**src/rtl/relfet_bus_arbiter_if.sv**
```systemverilog
// ---------------------------------------------------------------------------
// relfet_bus_arbiter_if
// Bundle of every signal exchanged between the two-master bus arbiter and
// its environment (the two masters plus the shared, OR-combined slave bus).
//
// Handshake: a master raises mx_req and keeps it high for as long as it wants
// the bus; mx_grant high means "this master owns the bus in this cycle", and
// only in such a cycle are its address/data/write strobe forwarded onto the
// shared bus. Read data for an address owned in cycle t arrives on
// bus_data_in in cycle t+1 and is routed back to the master that owned t.
//
// Modports:
//   master - the arbiter side; it drives the shared slave bus and the grants.
//   slave  - the environment side (masters and slaves driving the inputs).
// ---------------------------------------------------------------------------
interface relfet_bus_arbiter_if #(
    parameter int wordsize = 8
);
    logic                m0_req;
    logic                m1_req;
    logic [wordsize-1:0] m0_addr;
    logic [wordsize-1:0] m1_addr;
    logic [wordsize-1:0] m0_data_out;
    logic [wordsize-1:0] m1_data_out;
    logic                m0_write_en;
    logic                m1_write_en;
    logic                m0_grant;
    logic                m1_grant;
    logic [wordsize-1:0] m0_data_in;
    logic [wordsize-1:0] m1_data_in;
    logic [wordsize-1:0] bus_addr;
    logic [wordsize-1:0] bus_data_out;
    logic                bus_write_en;
    logic [wordsize-1:0] bus_data_in;

    modport master (
        input  m0_req, m1_req, m0_addr, m1_addr, m0_data_out, m1_data_out,
        input  m0_write_en, m1_write_en, bus_data_in,
        output m0_grant, m1_grant, m0_data_in, m1_data_in,
        output bus_addr, bus_data_out, bus_write_en
    );

    modport slave (
        output m0_req, m1_req, m0_addr, m1_addr, m0_data_out, m1_data_out,
        output m0_write_en, m1_write_en, bus_data_in,
        input  m0_grant, m1_grant, m0_data_in, m1_data_in,
        input  bus_addr, bus_data_out, bus_write_en
    );
endinterface

```
**src/rtl/relfet_bus_arbiter.sv**
```systemverilog
// ---------------------------------------------------------------------------
// relfet_bus_arbiter
// Two-master arbiter for a shared slave bus. Ownership is granted one cycle
// after a request is seen in IDLE; a master may keep the bus for up to
// max_burst consecutive cycles while the other one waits, then ownership is
// handed over without a dead cycle. Ties from IDLE go to the master that was
// not served last. Read data is routed using the owner of the previous cycle
// so that it follows its address across an ownership switch.
//
// Ports:
//   clk       - single clock, rising edge
//   reset     - synchronous, active low (0 = reset)
//   bus       - relfet_bus_arbiter_if.master: requests, master write data,
//               grants, returned read data and the shared slave bus
//   state_dbg - current FSM state (0 IDLE, 1 OWN0, 2 OWN1)
// ---------------------------------------------------------------------------
module relfet_bus_arbiter #(
    parameter int wordsize  = 8,
    parameter int max_burst = 4
) (
    input  logic                 clk,
    input  logic                 reset,
    relfet_bus_arbiter_if.master bus,
    output logic [1:0]           state_dbg
);

    typedef enum logic [1:0] {
        IDLE = 2'd0,
        OWN0 = 2'd1,
        OWN1 = 2'd2
    } state_t;

    typedef enum logic [1:0] {
        OWNER_NONE = 2'd0,
        OWNER_M0   = 2'd1,
        OWNER_M1   = 2'd2
    } owner_t;

    localparam logic [7:0] max_cnt = 8'(max_burst);

    state_t     state_q, state_d;
    logic       last_q, last_d;
    logic [7:0] cnt_q, cnt_d;
    owner_t     owner_dly_q, owner_dly_d;

    logic own0;
    logic own1;

    // Next-state, burst counter and last-served bookkeeping.
    always_comb begin
        state_d     = state_q;
        last_d      = last_q;
        cnt_d       = cnt_q;
        owner_dly_d = OWNER_NONE;

        case (state_q)
            IDLE: begin
                if (bus.m0_req && bus.m1_req) begin
                    state_d = last_q ? OWN0 : OWN1;
                end else if (bus.m0_req) begin
                    state_d = OWN0;
                end else if (bus.m1_req) begin
                    state_d = OWN1;
                end
            end
            OWN0: begin
                owner_dly_d = OWNER_M0;
                // A dropped request takes priority over burst expiry; both
                // lead to the same place when the other master is waiting.
                if (!bus.m0_req) begin
                    state_d = bus.m1_req ? OWN1 : IDLE;
                end else if (bus.m1_req && (cnt_q == max_cnt)) begin
                    state_d = OWN1;
                end
            end
            OWN1: begin
                owner_dly_d = OWNER_M1;
                if (!bus.m1_req) begin
                    state_d = bus.m0_req ? OWN0 : IDLE;
                end else if (bus.m0_req && (cnt_q == max_cnt)) begin
                    state_d = OWN0;
                end
            end
            default: begin
                state_d = IDLE;
            end
        endcase

        // A fresh ownership restarts the burst count; a continuing one
        // counts up and saturates so a lone owner never expires.
        if (state_d != state_q) begin
            if (state_d == OWN0) begin
                cnt_d  = 8'd1;
                last_d = 1'b0;
            end else if (state_d == OWN1) begin
                cnt_d  = 8'd1;
                last_d = 1'b1;
            end
        end else if ((state_q != IDLE) && (cnt_q != max_cnt)) begin
            cnt_d = cnt_q + 8'd1;
        end
    end

    always_ff @(posedge clk) begin
        if (!reset) begin
            state_q     <= IDLE;
            last_q      <= 1'b1;
            cnt_q       <= 8'd0;
            owner_dly_q <= OWNER_NONE;
        end else begin
            state_q     <= state_d;
            last_q      <= last_d;
            cnt_q       <= cnt_d;
            owner_dly_q <= owner_dly_d;
        end
    end

    // Everything visible is forced to zero while reset is low, so a reset
    // arriving mid-burst kills the grant and the write strobe immediately.
    assign own0 = reset && (state_q == OWN0);
    assign own1 = reset && (state_q == OWN1);

    assign bus.m0_grant     = own0;
    assign bus.m1_grant     = own1;
    assign bus.bus_addr     = own0 ? bus.m0_addr :
                              own1 ? bus.m1_addr : '0;
    assign bus.bus_data_out = own0 ? bus.m0_data_out :
                              own1 ? bus.m1_data_out : '0;
    assign bus.bus_write_en = own0 ? bus.m0_write_en :
                              own1 ? bus.m1_write_en : 1'b0;

    assign bus.m0_data_in = (reset && (owner_dly_q == OWNER_M0)) ? bus.bus_data_in : '0;
    assign bus.m1_data_in = (reset && (owner_dly_q == OWNER_M1)) ? bus.bus_data_in : '0;

    assign state_dbg = state_q;

endmodule

```
**src/flat_wrapper.sv**
```systemverilog
// flat-port wrapper written by rule: the top's interface ports become plain ports
module relfet_bus_arbiter_flat 
#(
    parameter int wordsize  = 8,
    parameter int max_burst = 4
)
  (clk, reset, state_dbg, bus_m0_req, bus_m1_req, bus_m0_addr, bus_m1_addr, bus_m0_data_out, bus_m1_data_out, bus_m0_write_en, bus_m1_write_en, bus_bus_data_in, bus_m0_grant, bus_m1_grant, bus_m0_data_in, bus_m1_data_in, bus_bus_addr, bus_bus_data_out, bus_bus_write_en);
  relfet_bus_arbiter_if #(.wordsize(wordsize)) bus_i ();
  input  logic clk;
  input  logic reset;
  output logic [1:0] state_dbg;
  input wire logic [$bits(bus_i.m0_req)-1:0] bus_m0_req;
  input wire logic [$bits(bus_i.m1_req)-1:0] bus_m1_req;
  input wire logic [$bits(bus_i.m0_addr)-1:0] bus_m0_addr;
  input wire logic [$bits(bus_i.m1_addr)-1:0] bus_m1_addr;
  input wire logic [$bits(bus_i.m0_data_out)-1:0] bus_m0_data_out;
  input wire logic [$bits(bus_i.m1_data_out)-1:0] bus_m1_data_out;
  input wire logic [$bits(bus_i.m0_write_en)-1:0] bus_m0_write_en;
  input wire logic [$bits(bus_i.m1_write_en)-1:0] bus_m1_write_en;
  input wire logic [$bits(bus_i.bus_data_in)-1:0] bus_bus_data_in;
  output wire logic [$bits(bus_i.m0_grant)-1:0] bus_m0_grant;
  output wire logic [$bits(bus_i.m1_grant)-1:0] bus_m1_grant;
  output wire logic [$bits(bus_i.m0_data_in)-1:0] bus_m0_data_in;
  output wire logic [$bits(bus_i.m1_data_in)-1:0] bus_m1_data_in;
  output wire logic [$bits(bus_i.bus_addr)-1:0] bus_bus_addr;
  output wire logic [$bits(bus_i.bus_data_out)-1:0] bus_bus_data_out;
  output wire logic [$bits(bus_i.bus_write_en)-1:0] bus_bus_write_en;
  assign bus_i.m0_req = bus_m0_req;
  assign bus_i.m1_req = bus_m1_req;
  assign bus_i.m0_addr = bus_m0_addr;
  assign bus_i.m1_addr = bus_m1_addr;
  assign bus_i.m0_data_out = bus_m0_data_out;
  assign bus_i.m1_data_out = bus_m1_data_out;
  assign bus_i.m0_write_en = bus_m0_write_en;
  assign bus_i.m1_write_en = bus_m1_write_en;
  assign bus_i.bus_data_in = bus_bus_data_in;
  assign bus_m0_grant = bus_i.m0_grant;
  assign bus_m1_grant = bus_i.m1_grant;
  assign bus_m0_data_in = bus_i.m0_data_in;
  assign bus_m1_data_in = bus_i.m1_data_in;
  assign bus_bus_addr = bus_i.bus_addr;
  assign bus_bus_data_out = bus_i.bus_data_out;
  assign bus_bus_write_en = bus_i.bus_write_en;
  relfet_bus_arbiter #(.wordsize(wordsize), .max_burst(max_burst)) u_core (.clk(clk), .reset(reset), .bus(bus_i), .state_dbg(state_dbg));
endmodule
```
**config.mk**
```make
export PLATFORM = sky130hd
export DESIGN_NAME = relfet_bus_arbiter_flat
export DESIGN_NICKNAME = d
export VERILOG_FILES = /design/src/rtl/relfet_bus_arbiter_if.sv /design/src/rtl/relfet_bus_arbiter.sv /design/src/flat_wrapper.sv
export SDC_FILE = /design/constraint.sdc
export NUM_CORES = 1
export LEC_CHECK = 0
export ABC_CLOCK_PERIOD_IN_PS = 4470
export CAP_MARGIN = 15
export CORE_MARGIN = 1.5
export CORE_UTILIZATION = 30
export CTS_CLUSTER_DIAMETER = 120
export DETAILED_ROUTE_END_ITERATION = 12
export HOLD_SLACK_MARGIN = 0.08
export PLACE_DENSITY = 0.72
export SYNTH_ARGS = -nofsm -noshare
export SYNTH_HDL_FRONTEND = slang
export SYNTH_SLANG_ARGS = --single-unit
export TNS_END_PERCENT = 20
```
**constraint.sdc**
```tcl
create_clock -name clk -period 4.47 [get_ports clk]
set_input_delay 0.6705 -clock clk [delete_from_list [all_inputs] [get_ports clk]]
set_output_delay 0.6705 -clock clk [all_outputs]
set_load 0.01 [all_outputs]
```
==> metrics.md <==
| Metric | Value |
|---|---|
| DR vias | `1381` |
| Fin crit share | `0.7931` |
| Mapped Cells | `136` |
| First-pass GRT wire length | `between 6000 and 7000 µm` |
| Fraction of layout cells with a size suffix above 1 | `0.05991` |
| Root Driver | `clkbuf_8` |
| Starting density of the core | `0.3224` |
| Min-delay src | `u_core.cnt_q[2]$_SDFFE_PN0P_` |
| Vias in the first global route | `1272` |
| Port Buffers | `82` |
| CTS tree | `done` |
| Synth Flop Type | `dfxtp_1` |
| CP arrival | `approximately 2.9 ns` |
| EDFF count, synth | `0` |
| Rows | `21` |
| Core Region | `0.003442 mm²` |
| Placed cells | `259` |
| Sequential-to-total area share from yosys stat | `0.2345` |
| Clk pin slew, worst setup/hold paths | `about 0.060 ns` |
| Combinational power share | `0.357` |
| RSZ-0062 raised after global routing | `false` |
| Cell Area, Synth | `around 0.0011 mm²` |
| Post-CTS Setup Inserts | `0` |
| Hold Path Class | `register to register` |
| Achievable Freq | `0.2821 GHz` |
| Initial antenna violation count | `0` |
| Worst R2R Path Depth | `10` |
| Max Cap Viol | `0` |
| Min Tclk post-route | `3.545 ns` |
| Clock network power share | `0.288` |
| Switch share | `0.2870` |
| CP Data Required Time | `3.80 ns` |
| Post-synth ARST share | `0` |
| Area contributors post-synth | `dfxtp_1 23%, a22o_1 13%, and2_1 10%` |
| Diode count | `0` |
| Hold path cells | `2` |
| Pint | `0.0002632 W` |
| Nets | `between 200 and 300` |
| H-tree depth | `1` |
| Crit path kind | `input pin to output port` |
| Post-route antenna net violation count | `0` |
| DR iter-0 viols | `97` |
| Pre-CTS setup slack | `0.9036 ns` |
| Hold-fix buffers, CTS | `0` |
| Synth warn | `0` |
| Outcome | `completed` |
| Largest area contributor in the netlist | `dfxtp_1` |
| Die height | `between 60 and 70 µm` |
| TNS Setup | `0 ns` |
| #FFs+latches synth | `13` |
| Net Sw Power | `0.0001060 W` |
| FF-to-FF setup slack | `1.88 ns` |
| Mean Syn Cell Area | `8.160 µm²` |
| Power share of the sequential group | `0.356` |
| Setup WS post-layout | `0.9250 ns` |
| Die ar. | `0.004073 mm²` |
| Total gr overflow | `0` |
| Final std cells w/o fill | `263` |
| Worst setup EP type | `output port` |
| Bufs on Longest Clock Path | `2` |
| Setup-failing EPs final | `0` |
| GRT Util Overall | `0.2056` |
| Share of Yosys cell area claimed by the top area cell type | `0.2345` |
| Final hold slack | `0.5522 ns` |
| Library cells used by synthesis | `42` |
| Net Count, Synth | `185` |
| Reg2Reg Capture Point | `u_core.cnt_q[1]$_SDFFE_PN0P_` |
| Avg WL per Cell | `about 16 µm` |
| Slew @ Worst Pin | `just under 0.7 ns` |
| Final RePlAce weighted congestion | `approximately 0.8` |
| Leak Pwr | `approximately 0.79 nW` |
| Drt first pass iters | `4` |
| Inserted Clock Buffers | `3` |
| VDD IR-drop max | `0.1091 mV` |
| Die Wd | `~64 µm` |
| Final Max Slew Viols | `0` |
| Clock Skew | `0.003143 ns` |
| Pin count of the biggest net entering global routing | `19` |
| Dpl hpwl | `3374 µm` |
| Clock sinks | `13` |
| Min-Delay Endpoint | `u_core.cnt_q[2]$_SDFFE_PN0P_` |
| # fillers | `around 300` |
| End-of-flow core utilization | `0.5834` |
| Drt drc | `0` |
| Clk_lat worst skew | `about 0.25 ns` |
| Top Ports | `83` |
| Via-to-Cell Ratio | `5.251` |
| Worst slew margin | `0.5386` |
| Pwr per Cell Area | `183.8 mW/mm²` |
| Drt total wl | `4177 µm` |
| Syn-to-layout area delta | `80.95%` |
| Worst Path Max Fanout | `12` |
| CP Launch Type | `input pin` |
| Reg-to-reg critical path startpoint | `u_core.cnt_q[0]$_SDFFE_PN0P_` |
| Post-CTS Resized | `0` |
| Endpoints failing hold | `0` |
Yosys cell counts, types with 2 or more instances:
library cell and number:
and2_1 18, a22o_1 17, nand2_1 14, dfxtp_1 13, nand3_1 7, nor2_1 6, a21oi_1 5, a21o_1 4
inv_1 4, nor3b_1 4, ha_1 3, a21oi_2 2, a41o_1 2, buf_2 2, buf_4 2, clkbuf_1 2
nand3b_1 2, nand4b_1 2, nor3b_2 2, o31a_1 2, or3_1 2
layer usage:
layer	part of all wire	track usage	wire length, µm	up-vias
met5	0	0	0	-
met2	0.51	0.3503	2126	43
met4	0.0098	0.05707	41	0
li1	-	-	-	674
met1	0.42	0.2522	1752	658
met3	0.061	0.05634	256	6
sequential cells by signal, indices dropped and copies added (netlist names):
register and flops:
u_core.cnt_q 8, u_core.owner_dly_q 2, u_core.state_dbg 2, u_core.last_q 1
through the flow:
stage,power [W],instance area [µm²]
floorplan,0.0001906,1110
global placement,0.0002618,1963
detailed placement,0.0002644,1963
CTS,0.0003729,2008
global route,0.0003896,2008
finish,0.0003691,2008
critical path, cell delays in order:
cell             delay, ns
clkdlybuf4s50_1       0.72
inv_1                 0.11
nor3b_1               0.60
and2_1                0.22
clkdlybuf4s50_1       0.55
power by group through the flow:
stage | Sequential [W] | Clock [W] | Combinational (W)
detailed placement | 0.000133 | 0 | 0.000131
CTS | 0.000131 | 0.000110 | 0.000132
global route | 0.000133 | 0.000114 | 0.000143
floorplan | 0.000129 | 0 | 0.0000612
finish | 0.000131 | 0.000106 | 0.000132
global placement | 0.000133 | 0 | 0.000129
worst max path at each step:
stage                                       from                      endpoint  slack (ns)
floorplan           u_core.cnt_q[0]$_SDFFE_PN0P_  u_core.cnt_q[1]$_SDFFE_PN0P_        2.16
global placement                           reset               bus_bus_addr[5]        0.99
detailed placement                         reset             bus_m0_data_in[0]        0.90
CTS                                        reset             bus_m0_data_in[0]        0.90
global route                               reset             bus_m0_data_in[0]        0.68
finish                                     reset             bus_m0_data_in[0]        0.92
cell usage in the layout (no fill, tap or decap), types with 2 or more instances in the layout:
cell,instances
clkdlybuf4s50_1,82
and2_1,18
a22o_1,17
nand2_1,14
dfxtp_1,13
nand3_1,7
nor2_1,6
a21oi_1,5
inv_1,4
nor3b_1,4
a21o_1,4
ha_1,3
clkbuf_8,3
buf_4,3
nor3b_2,2
nand3b_1,2
or3_1,2
o31a_1,2
a21oi_2,2
a41o_1,2
nand4b_1,2
final cells by class:
type                            count  area, µm²  area share
Multi-Input combinational cell    111      787.0      0.3919
Tap cell                           46      57.56     0.02866
Sequential cell                    13      260.3      0.1296
Clock buffer                        4      45.04     0.02243
Timing Repair Buffer               85      843.3      0.4199
Inverter                            4      15.01    0.007477
cells by family (layout without fill, tap and decap cells):
logic type	Yosys count	count (layout)	synth area share
buf+inv	12	93	0.05636
flops	13	13	0.2345
simple gates	63	63	0.3326
compound gates	44	44	0.3348
fa+ha+maj	3	3	0.03383
xor+xnor	1	1	0.007893
Power figures use the tool's default switching activity.
